File: config.mk
export PLATFORM = sky130hd
export DESIGN_NAME = fifo_uart_tx
export DESIGN_NICKNAME = d
export VERILOG_FILES = /design/src/rtl/fifo_uart_pkg.sv /design/src/rtl/fifo_uart_tx_baud.sv /design/src/rtl/fifo_uart_tx.sv
export SDC_FILE = /design/constraint.sdc
export NUM_CORES = 1
export LEC_CHECK = 0
export ABC_AREA = 1
export CORE_MARGIN = 2
export CORE_UTILIZATION = 30
export CTS_CLUSTER_DIAMETER = 120
export CTS_CLUSTER_SIZE = 40
export DETAILED_ROUTE_END_ITERATION = 8
export GPL_TIMING_DRIVEN = 0
export PLACE_DENSITY_LB_ADDON = 0.25
export SETUP_SLACK_MARGIN = 0.05
export SYNTH_ARGS = -nofsm -noshare
export SYNTH_HDL_FRONTEND = slang
export SYNTH_SLANG_ARGS = --single-unit
File: constraint.sdc
create_clock -name clk -period 3.25 [get_ports clk]
set_clock_uncertainty 0.1 [all_clocks]
set_input_delay 0.4875 -clock clk [delete_from_list [all_inputs] [get_ports clk]]
set_output_delay 0.4875 -clock clk [all_outputs]
set_load 0.005 [all_outputs]
File: src/rtl/fifo_uart_pkg.sv
// Shared types and constants for the FIFO-draining UART transmitter.
package fifo_uart_pkg;

  typedef enum logic [2:0] {
    IDLE  = 3'd0,
    FETCH = 3'd1,
    START = 3'd2,
    DATA  = 3'd3,
    STOP  = 3'd4
  } uart_state_e;

  localparam int DEFAULT_CLKS_PER_BIT = 16;
  localparam int DEFAULT_DATA_WIDTH   = 8;

endpackage

File: src/rtl/fifo_uart_tx_baud.sv
// Bit-period timer: counts 0..CLKS_PER_BIT-1 while run is high and wraps.
// bit_end marks the last cycle of a bit period. bit_pre_end marks the cycle
// before it, so registered outputs can line up with the final cycle.
module uart_baud_counter #(
  parameter int CLKS_PER_BIT = 16,
  localparam int CW = (CLKS_PER_BIT > 1) ? $clog2(CLKS_PER_BIT) : 1
) (
  input  logic clk,
  input  logic asyn_rst,
  input  logic clear,
  input  logic run,
  output logic bit_end,
  output logic bit_pre_end
);

  logic [CW-1:0] count;

  assign bit_end     = run && (count == CW'(CLKS_PER_BIT - 1));
  assign bit_pre_end = run && (count == CW'(CLKS_PER_BIT - 2));

  // Count within the current bit period; clear forces a fresh period.
  always_ff @(posedge clk or negedge asyn_rst) begin
    if (!asyn_rst) begin
      count <= '0;
    end else if (clear) begin
      count <= '0;
    end else if (run) begin
      count <= bit_end ? '0 : count + 1'b1;
    end
  end

endmodule

File: src/rtl/fifo_uart_tx.sv
// Drains a FIFO one word at a time and sends each word as a UART frame:
// one start bit, DATA_WIDTH data bits LSB first, STOP_BITS stop bits.
//
// FIFO handshake: RD_EN is a single-cycle pop request, raised only in IDLE
// when tx_en is high and f_empty is low. The popped word is taken from f_out
// during the following cycle (FETCH). No further pop is issued until the frame
// has fully left the line and the FSM is back in IDLE.
module fifo_uart_tx
  import fifo_uart_pkg::*;
#(
  parameter int DATA_WIDTH   = DEFAULT_DATA_WIDTH,
  parameter int CLKS_PER_BIT = DEFAULT_CLKS_PER_BIT,
  parameter int STOP_BITS    = 1,
  localparam int IW = $clog2(DATA_WIDTH + 1)
) (
  input  logic                  clk,
  input  logic                  asyn_rst,
  input  logic                  tx_en,
  input  logic [DATA_WIDTH-1:0] f_out,
  input  logic                  f_empty,
  output logic                  RD_EN,
  output logic                  tx,
  output logic                  busy,
  output logic                  frame_done,
  output logic [2:0]            state_dbg
);

  uart_state_e           state, state_n;
  logic [IW-1:0]         bit_idx, bit_idx_n;
  logic [DATA_WIDTH-1:0] shift, shift_n;
  logic                  pop, clear, run;
  logic                  bit_end, bit_pre_end;
  logic                  tx_n, busy_n, frame_done_n;

  assign run       = (state == START) || (state == DATA) || (state == STOP);
  assign state_dbg = state;
  // Held low while reset is asserted even though the FSM already sits in IDLE.
  assign RD_EN     = asyn_rst && pop;

  uart_baud_counter #(.CLKS_PER_BIT(CLKS_PER_BIT)) u_baud (
    .clk         (clk),
    .asyn_rst    (asyn_rst),
    .clear       (clear),
    .run         (run),
    .bit_end     (bit_end),
    .bit_pre_end (bit_pre_end)
  );

  // Next-state, pop request and datapath updates; phases advance on bit_end.
  always_comb begin
    state_n   = state;
    bit_idx_n = bit_idx;
    shift_n   = shift;
    pop       = 1'b0;
    clear     = 1'b0;
    case (state)
      IDLE: begin
        if (tx_en && !f_empty) begin
          pop     = 1'b1;
          state_n = FETCH;
        end
      end
      FETCH: begin
        shift_n = f_out;
        clear   = 1'b1;
        state_n = START;
      end
      START: begin
        if (bit_end) begin
          state_n   = DATA;
          bit_idx_n = '0;
        end
      end
      DATA: begin
        if (bit_end) begin
          shift_n = shift >> 1;
          if (bit_idx == IW'(DATA_WIDTH - 1)) begin
            state_n   = STOP;
            bit_idx_n = '0;
          end else begin
            bit_idx_n = bit_idx + 1'b1;
          end
        end
      end
      STOP: begin
        if (bit_end) begin
          if (bit_idx == IW'(STOP_BITS - 1)) begin
            state_n   = IDLE;
            bit_idx_n = '0;
          end else begin
            bit_idx_n = bit_idx + 1'b1;
          end
        end
      end
      default: state_n = IDLE;
    endcase
  end

  // Registered outputs are computed from the next state so they line up with
  // the state register (tx falls two cycles after the pop, no glitches).
  always_comb begin
    tx_n         = 1'b1;
    busy_n       = (state_n != IDLE);
    frame_done_n = (state == STOP) && bit_pre_end &&
                   (bit_idx == IW'(STOP_BITS - 1));
    case (state_n)
      START:   tx_n = 1'b0;
      DATA:    tx_n = shift_n[0];
      default: tx_n = 1'b1;
    endcase
  end

  // State, datapath and output registers; reset returns the line to idle.
  always_ff @(posedge clk or negedge asyn_rst) begin
    if (!asyn_rst) begin
      state      <= IDLE;
      bit_idx    <= '0;
      shift      <= '0;
      tx         <= 1'b1;
      busy       <= 1'b0;
      frame_done <= 1'b0;
    end else begin
      state      <= state_n;
      bit_idx    <= bit_idx_n;
      shift      <= shift_n;
      tx         <= tx_n;
      busy       <= busy_n;
      frame_done <= frame_done_n;
    end
  end

endmodule

Yosys cells after proc, flatten, opt, wreduce, memory -nomap -nowiden
Cells that the tools add are included.
{"block": "op_classes", "addsub": 2, "n_eq_ne": 12, "muxes": 22, "reduce_logical": 17}
{"cell": "$mux W4", "n": 8}
{"cell": "$mux W3", "n": 6}
{"cell": "$pmux W8 S2", "n": 1}
{"cell": "$pmux W3 S5", "n": 1}
{"cell": "$eq A3 B2 Y1 const B", "n": 4}
{"cell": "$pmux W4 S3", "n": 1}
{"cell": "$add A4 B1 Y4 const B", "n": 2}
{"cell": "$eq A4 B4 Y1 const B", "n": 2}
{"cell": "$mux W8", "n": 1}
{"cell": "$logic_and A1 B1 Y1", "n": 6}
{"cell": "$ne A2 B1 Y1 const B", "n": 3}
{"cell": "$reduce_bool A3 Y1", "n": 2}
{"cell": "$eq A4 B3 Y1 const B", "n": 1}
{"cell": "$logic_not A4 Y1", "n": 1}
{"cell": "$reduce_and A4 Y1", "n": 1}
{"cell": "$reduce_bool A2 Y1", "n": 2}
{"cell": "$eq A3 B1 Y1 const B", "n": 1}
{"cell": "$eq A3 B3 Y1 const B", "n": 1}
{"cell": "$logic_not A3 Y1", "n": 1}
{"cell": "$mux W1", "n": 3}
{"cell": "$logic_or A1 B1 Y1", "n": 2}
{"cell": "$pmux W1 S2", "n": 1}
{"cell": "$reduce_and A2 Y1", "n": 1}
{"cell": "$logic_not A1 Y1", "n": 1}
{"block": "word_totals", "ff_bits": 22, "in_bits": 12}

Logic depth before layout (Yosys ltp)
Gate-level depths: netlist of run 1.
{"block": "depth", "word_depth": 8, "mapped_depth": 9, "mapped_depth_nobuf": 9}

Cells and area by module
A second synthesis of run 1 with hierarchy kept.
{"block": "unflattened", "hier_cells": 166, "hier_area_um2": 1253.7}
{"mod": "fifo_uart_tx", "n_inst": 1, "cells_per_inst": 135, "area_each_um2": 1002.2}
{"mod": "uart_baud_counter", "n_inst": 1, "cells_per_inst": 31, "area_each_um2": 251.5}

Least setup slack after synthesis of run 1
No wires, ideal clock.
{"block": "synth_path", "path_kind": "reg2out", "from": "reg state[0] (netlist: state_dbg[0])", "to": "out RD_EN", "arrival_ps": 880, "t_required_ps": 2662, "slack_ps": 1783, "stages_incl_launch_ff": 4, "path_buffers": 0, "path_cell_list": "dfrtp_1 nor2_2 nand4_1 nor2_1"}
{"block": "synth_between", "elab_chain_len": 3}
{"item": "from (decl)", "line_no": "fifo_uart_tx.sv:28", "source": "uart_state_e state, state_n;"}
{"item": "from (signal assigned)", "line_no": "fifo_uart_tx.sv:123", "source": "state <= state_n;"}
{"item": "$logic_not A3 Y1", "line_no": "fifo_uart_tx.sv:56", "source": "case (state)"}
{"item": "$mux W1", "line_no": "fifo_uart_tx.sv:56"}
{"item": "$logic_and A1 B1 Y1", "line_no": "fifo_uart_tx.sv:38", "source": "assign RD_EN = asyn_rst && pop;"}
{"item": "to (decl)", "line_no": "fifo_uart_tx.sv:21", "source": "output logic RD_EN,"}
No other way between the ends.

Final worst setup path of run 1
{"block": "layout_path", "from": "in asyn_rst", "to": "out RD_EN"}
{"block": "layout_between", "elab_chain_len": 1}
{"item": "from (decl)", "line_no": "fifo_uart_tx.sv:17", "source": "input logic asyn_rst,"}
{"item": "$logic_and A1 B1 Y1", "line_no": "fifo_uart_tx.sv:38"}
No other way between the ends.

==> results of run 1 <==
[cells in the final DEF, fill, tap and decap left out, drive strengths merged, types with 4 or more instances in the layout]
master	n
inv	24
o21ai	5
nand2	45
o211ai	4
clkbuf	4
nand3	23
clkdlybuf4s50	18
dfrtp	21
ha	4
nor2	14
[synthesized netlist by cell type (all sizes together) (2+ instances only)]
cell / instances / area (um^2)
a21oi: 3 / 18.8
dfrtp: 21 / 526
ha: 4 / 50.1
inv: 24 / 92.6
nand2: 45 / 199
nand3: 23 / 143
nor2: 14 / 80.1
o211ai: 4 / 30.0
o21ai: 5 / 32.5
xor2: 2 / 17.5
[area by class of cell]
cell class	instances	area, um^2
Clock buffer	4	55.1
Fill cell	414	2440
Inverter	24	92.6
Multi-Input combinational cell	103	589
Sequential cell	22	552
Tap cell	50	62.6
Timing Repair Buffer	18	180
[worst min-delay path, delay by kind of cell (launching register included)]
family	cells	cell delay, ns
AND/OR/NAND/NOR	2	0.13
flip-flops	1	0.36
[cell families after synthesis]
kind of cell / share of synthesized area
buf+inv: 0.0751
compound gates: 0.0659
simple gates: 0.357
flops: 0.447
xor+xnor: 0.0142
fa+ha+maj: 0.0406
[path summary, 6_finish.rpt]
kind | startpoint | endpoint | slack, ns
min in group asynchronous | asyn_rst | bit_idx[1] | 0.68
min reg2reg | shift[5] | shift[4] | 0.41
max in group asynchronous | asyn_rst | shift[1] | 1.74
max reg2reg | u_baud.count[1] | busy | 1.58
max | asyn_rst | RD_EN | 0.30
min | shift[5] | shift[4] | 0.41
[state kept, by name, summed over array words and instances, names as in the netlist]
signal,cells
tx,1
state_dbg,3
u_baud.count,4
frame_done,1
bit_idx,4
busy,1
shift,8
[stage by stage]
step / std cells / worst slack, ns / cell area (um^2)
2_1_floorplan: 149 / 1.78 / 1230
3_3_place_gp: 217 / 0.231 / 1480
3_5_place_dp: 217 / 0.209 / 1480
4_1_cts: 221 / 0.199 / 1530
5_1_grt: 221 / 0.0906 / 1530
6_report: 221 / 0.296 / 1530
[power breakdown]
| group | internal (mW) | total, mW | switching (mW) | leakage [nW] |
|---|---|---|---|---|
| clock | 0.108 | 0.199 | 0.0912 | 0.0288 |
| sequential | 0.278 | 0.280 | 0.00201 | 0.270 |
| combinational | 0.0153 | 0.0253 | 0.00994 | 0.409 |
[per-layer routing]
metal / routed length [um] / global-route usage / up-vias
met5: 0 / 0 / -
met4: 10 / 0.0300 / 0
met3: 86 / 0.0296 / 2
met2: 1200 / 0.217 / 17
met1: 1120 / 0.154 / 468
li1: - / - / 520
==> impl_metrics.tcl, run 1 <==
set metrics [dict create \
    totalWireLength_um 2410 \
    initial_core_util 0.311 \
    slowest_stage "clkdlybuf4s50_1" \
    powerDensity_nw_per_um2 330 \
    crit_top_cell "clkdlybuf4s50_1" \
    final_core_util 0.386 \
    syn-num-nets 165 \
    final_nets 188 \
    synthArstFlopShare 1.00 \
    clk_pin_slew_ns 0.08 \
    yosysSeqAreaShare 0.447 \
    finalHoldViolCount 0 \
    cts_buffers 3 \
    grtUsageTotal 0.124 \
    synth.cell_area_um2 1230 \
    synth_cell_types 24 \
    finalCritPeriodShare 0.909 \
    max_stage_delay_ns 1.15 \
    synth_top_flop_cell "dfrtp_1" \
    drive_above_1_share 0.164 \
    holdPathStages 2 \
    clkLatencyLatePin_ns 0.26 \
    tns_ns 0 \
    gp_congestion 0.775 \
    avgSynthCellArea_um2 8.28 \
    setup_violations 0 \
    overflow 0 \
    layout-area-overhead-vs-synth_pct 24.1 \
    tritoncts "yes" \
    worstPathArrival_ns 2.37 \
    endpoint_kind "output port" \
    cap_viol_max_count 0 \
    holdWs_ns 0.406 \
    reg2reg_depth 6 \
    maxSlewHeadroom 0.309 \
    portBuffers 18 \
    peakVddDrop_v 0.000268 \
    vias_per_cell 4.56 \
    ctsHoldBuffers 0 \
    crit_chain "clkdlybuf4s50_1 -> inv_1 -> nor2_1 -> clkdlybuf4s50_1" \
    wire_per_inst_um 10.9 \
    clk_path_buf_depth 2 \
    grt_first_pass_wirelength_um 4280 \
    die-area_um2 4640 \
    ys_ff_latch 22 \
    remaining_drc_errors 0 \
    rsz0062_at_grt "no" \
    min_period_ns 2.95 \
    required_ns 2.66 \
    maxSlewViolCount 0 \
    antenna_found_initial 0 \
    grt_pass1_vias 954 \
    drt.antenna.violating_nets 0 \
    placeableCoreArea_um2 3970 \
    cp_max_fo 23 \
    fmaxAchievable_ghz 0.339 \
    drt_pre_antenna_iters 4 \
    placementRows 23 \
    critical_path_class "in -> out" \
    root_buffer "clkbuf_8" \
    antenna_cells 0 \
    vias 1007 \
    crit_family "buffers and inverters" \
    synthesis.instances 149 \
    synth_edf_count 0 \
    cp.depth 4 \
    postCtsSetupRepairBufs 0 \
    drtIter0Drc 36 \
    status "finished, final reports clean" \
    io_pins 19 \
    yosys_warnings 0 \
    timing.critical_path.buf_inv 3 \
    crit_path_start_kind "input pin" \
    p_total_uw 505 \
    htreeDepth 1 \
    min_path_type "reg -> reg" \
    leakage_nw 0.708 \
    die_w_um 68.1 \
    hpwl_um 1850 \
    tightest_slew_ns 1.03 \
    die_h_um 68.1 \
    clkSinkCount 22 \
    grt_max_degree 24 \
    postCtsResizedCells 0 \
]
Note: power is estimated with default switching activity, not from simulation.
==> inputs of run 2 (changes only) <==
CELL_PAD_IN_SITES_DETAIL_PLACEMENT = 1   (was not set)
CELL_PAD_IN_SITES_GLOBAL_PLACEMENT = 2   (was not set)
clock period = 3.3 ns   (was 3.25 ns; I/O delays follow)
==> run 2 against run 1 <==
Compared with the run above:
- sequential share of layout area decreased by 0.38 points
- clock power increased by 30%
- die area unchanged
- routed wire length increased by 18%
- via count increased by 2.8%
- utilization increased by 0.41 points
- sequential power decreased by 1%
- register-to-register slack improved by 0.16 ns
- combinational power about the same
- non-clock buffer count unchanged
- hold slack got worse by 0.00080 ns
- largest cell class unchanged
- highest routed layer unchanged
==> impl_metrics.tcl, run 2 (synthesis results as in run 1) <==
set metrics [dict create \
    placeableCoreArea_um2 3970 \
    layout-area-overhead-vs-synth_pct 25.5 \
    status "finished, final reports clean" \
    initial_core_util 0.311 \
    crit_path_start_kind "input pin" \
    cp_max_fo 23 \
    fmaxAchievable_ghz 0.333 \
    grt_first_pass_wirelength_um 5000 \
    die_w_um 68.1 \
    clkSinkCount 22 \
    cap_viol_max_count 0 \
    peakVddDrop_v 0.000127 \
    fillers 491 \
    dpl_worst_slack_ns 0.204 \
    wire_per_inst_um 12.9 \
    totalWireLength_um 2850 \
    portBuffers 18 \
    clkLatencyLatePin_ns 0.27 \
    largest_register "shift" \
    drt.antenna.violating_nets 0 \
    r2r_slack_ns 1.74 \
    final_cell_mix "39 x nand2_1, 21 x dfrtp_1, 19 x inv_1, 19 x nand3_1, 18 x clkdlybuf4s50_1" \
    vias_per_cell 4.68 \
    io_pins 19 \
    r2r_end "busy" \
    drive_above_1_share 0.164 \
    antenna_cells 0 \
    final_common_cell "nand2_1" \
    p_sw_uw 108 \
    gp_congestion 0.743 \
    tightest_slew_ns 1.06 \
    required_ns 2.70 \
    cts_buffers 3 \
    powerDensity_nw_per_um2 361 \
    largest_reg_flops 8 \
    grtUsageTotal 0.145 \
    die-area_um2 4640 \
    drt_pre_antenna_iters 4 \
    clock_power_share 0.461 \
    maxSlewHeadroom 0.290 \
    antenna_found_initial 0 \
    hpwl_um 2160 \
    seqPwrFrac 0.494 \
    postCtsSetupRepairBufs 0 \
    min_period_ns 3.00 \
    leakage_nw 0.715 \
    overflow 0 \
    clk_path_buf_depth 2 \
    holdPathStages 2 \
    die_h_um 68.1 \
    grt_pass1_vias 1062 \
    tns_ns 0 \
    rsz0062_at_grt "no" \
    grt_max_degree 24 \
    endpoint_kind "output port" \
    drtIter0Drc 57 \
    holdPathEnd "shift[4]" \
    min_path_type "reg -> reg" \
    htreeDepth 1 \
    setup_ws_ns 0.296 \
    finalHoldViolCount 0 \
    finalCritPeriodShare 0.910 \
    reg2reg_depth 6 \
    vias 1035 \
    cp-startpoint "asyn_rst" \
    ctsHoldBuffers 0 \
    maxSlewViolCount 0 \
    critical_path_class "in -> out" \
    holdWs_ns 0.405 \
    root_buffer "clkbuf_8" \
    netSwitchingFraction 0.193 \
    r2r-start "u_baud.count[1]" \
    postCtsResizedCells 0 \
    hp-start "shift[5]" \
    tritoncts "yes" \
    placementRows 23 \
    remaining_drc_errors 0 \
    comb_power_share 0.045 \
    final_nets 188 \
    clk_pin_slew_ns 0.09 \
    intPower_uw 451 \
    setup_violations 0 \
    reg_top3 "shift x8, bit_idx x4, u_baud.count x4" \
    worstPathArrival_ns 2.41 \
    placed_area_um2 1480 \
    finish.instance_area_um2 1550 \
]
[run 2: cell count changes in the layout (fill, tap and decap cells not counted), sizes merged]
cell	previous run	this run
bufinv	0	1
clkbuf	4	3
[run 2: worst max-delay path, cell delays in order]
cell and delay (ns):
clkdlybuf4s50_1 1.17, inv_1 0.09, nor2_1 0.13, clkdlybuf4s50_1 0.50
[run 2: metrics by stage]
step                power, mW  cells   util
finish                  0.559    221  0.390
global route            0.579    221  0.390
CTS                     0.569    221  0.390
detailed placement      0.308    217  0.372
global placement        0.307    217  0.372
floorplan               0.286    149      -
[run 2: metal layers]
metal,vias to the layer above,share of wire,GRT usage
met5,-,0,0
li1,516,-,-
met4,0,0.0070,0.0525
met1,501,0.48,0.197
met2,16,0.47,0.233
met3,2,0.035,0.0197
[run 2: how the worst max path moves through the flow]
stage / endpoint / cells after the start
2_1_floorplan: RD_EN / 3
3_3_place_gp: RD_EN / 4
3_5_place_dp: RD_EN / 4
4_1_cts: RD_EN / 4
5_1_grt: RD_EN / 4
6_report: RD_EN / 4
[run 2: final cells by class]
class	instances	area, um^2	share of cell area
timing repair buffer	18	180	0.116
multi-input combinational	103	589	0.381
clock inverter	1	30.0	0.0194
tap	50	62.6	0.0404
clock buffer	3	41.3	0.0267
inverter	24	92.6	0.0598
sequential	22	552	0.357
[run 2: power groups by stage]
| stage | Sequential (mW) | Clock [mW] | Combinational [mW] |
|---|---|---|---|
| 4_1_cts | 0.276 | 0.267 | 0.0262 |
| 5_1_grt | 0.277 | 0.274 | 0.0286 |
| 3_3_place_gp | 0.281 | 0 | 0.0255 |
| 2_1_floorplan | 0.281 | 0 | 0.00496 |
| 6_report | 0.276 | 0.258 | 0.0252 |
| 3_5_place_dp | 0.281 | 0 | 0.0261 |
==> inputs of run 3 (changes only) <==
CTS_BUF_LIST = sky130_fd_sc_hd__clkbuf_4 sky130_fd_sc_hd__clkbuf_8   (was not set)
REMOVE_ABC_BUFFERS = 1   (was not set)
==> results of run 3 <==
No change in the layout: final DEF, timing and power equal those of run 2.
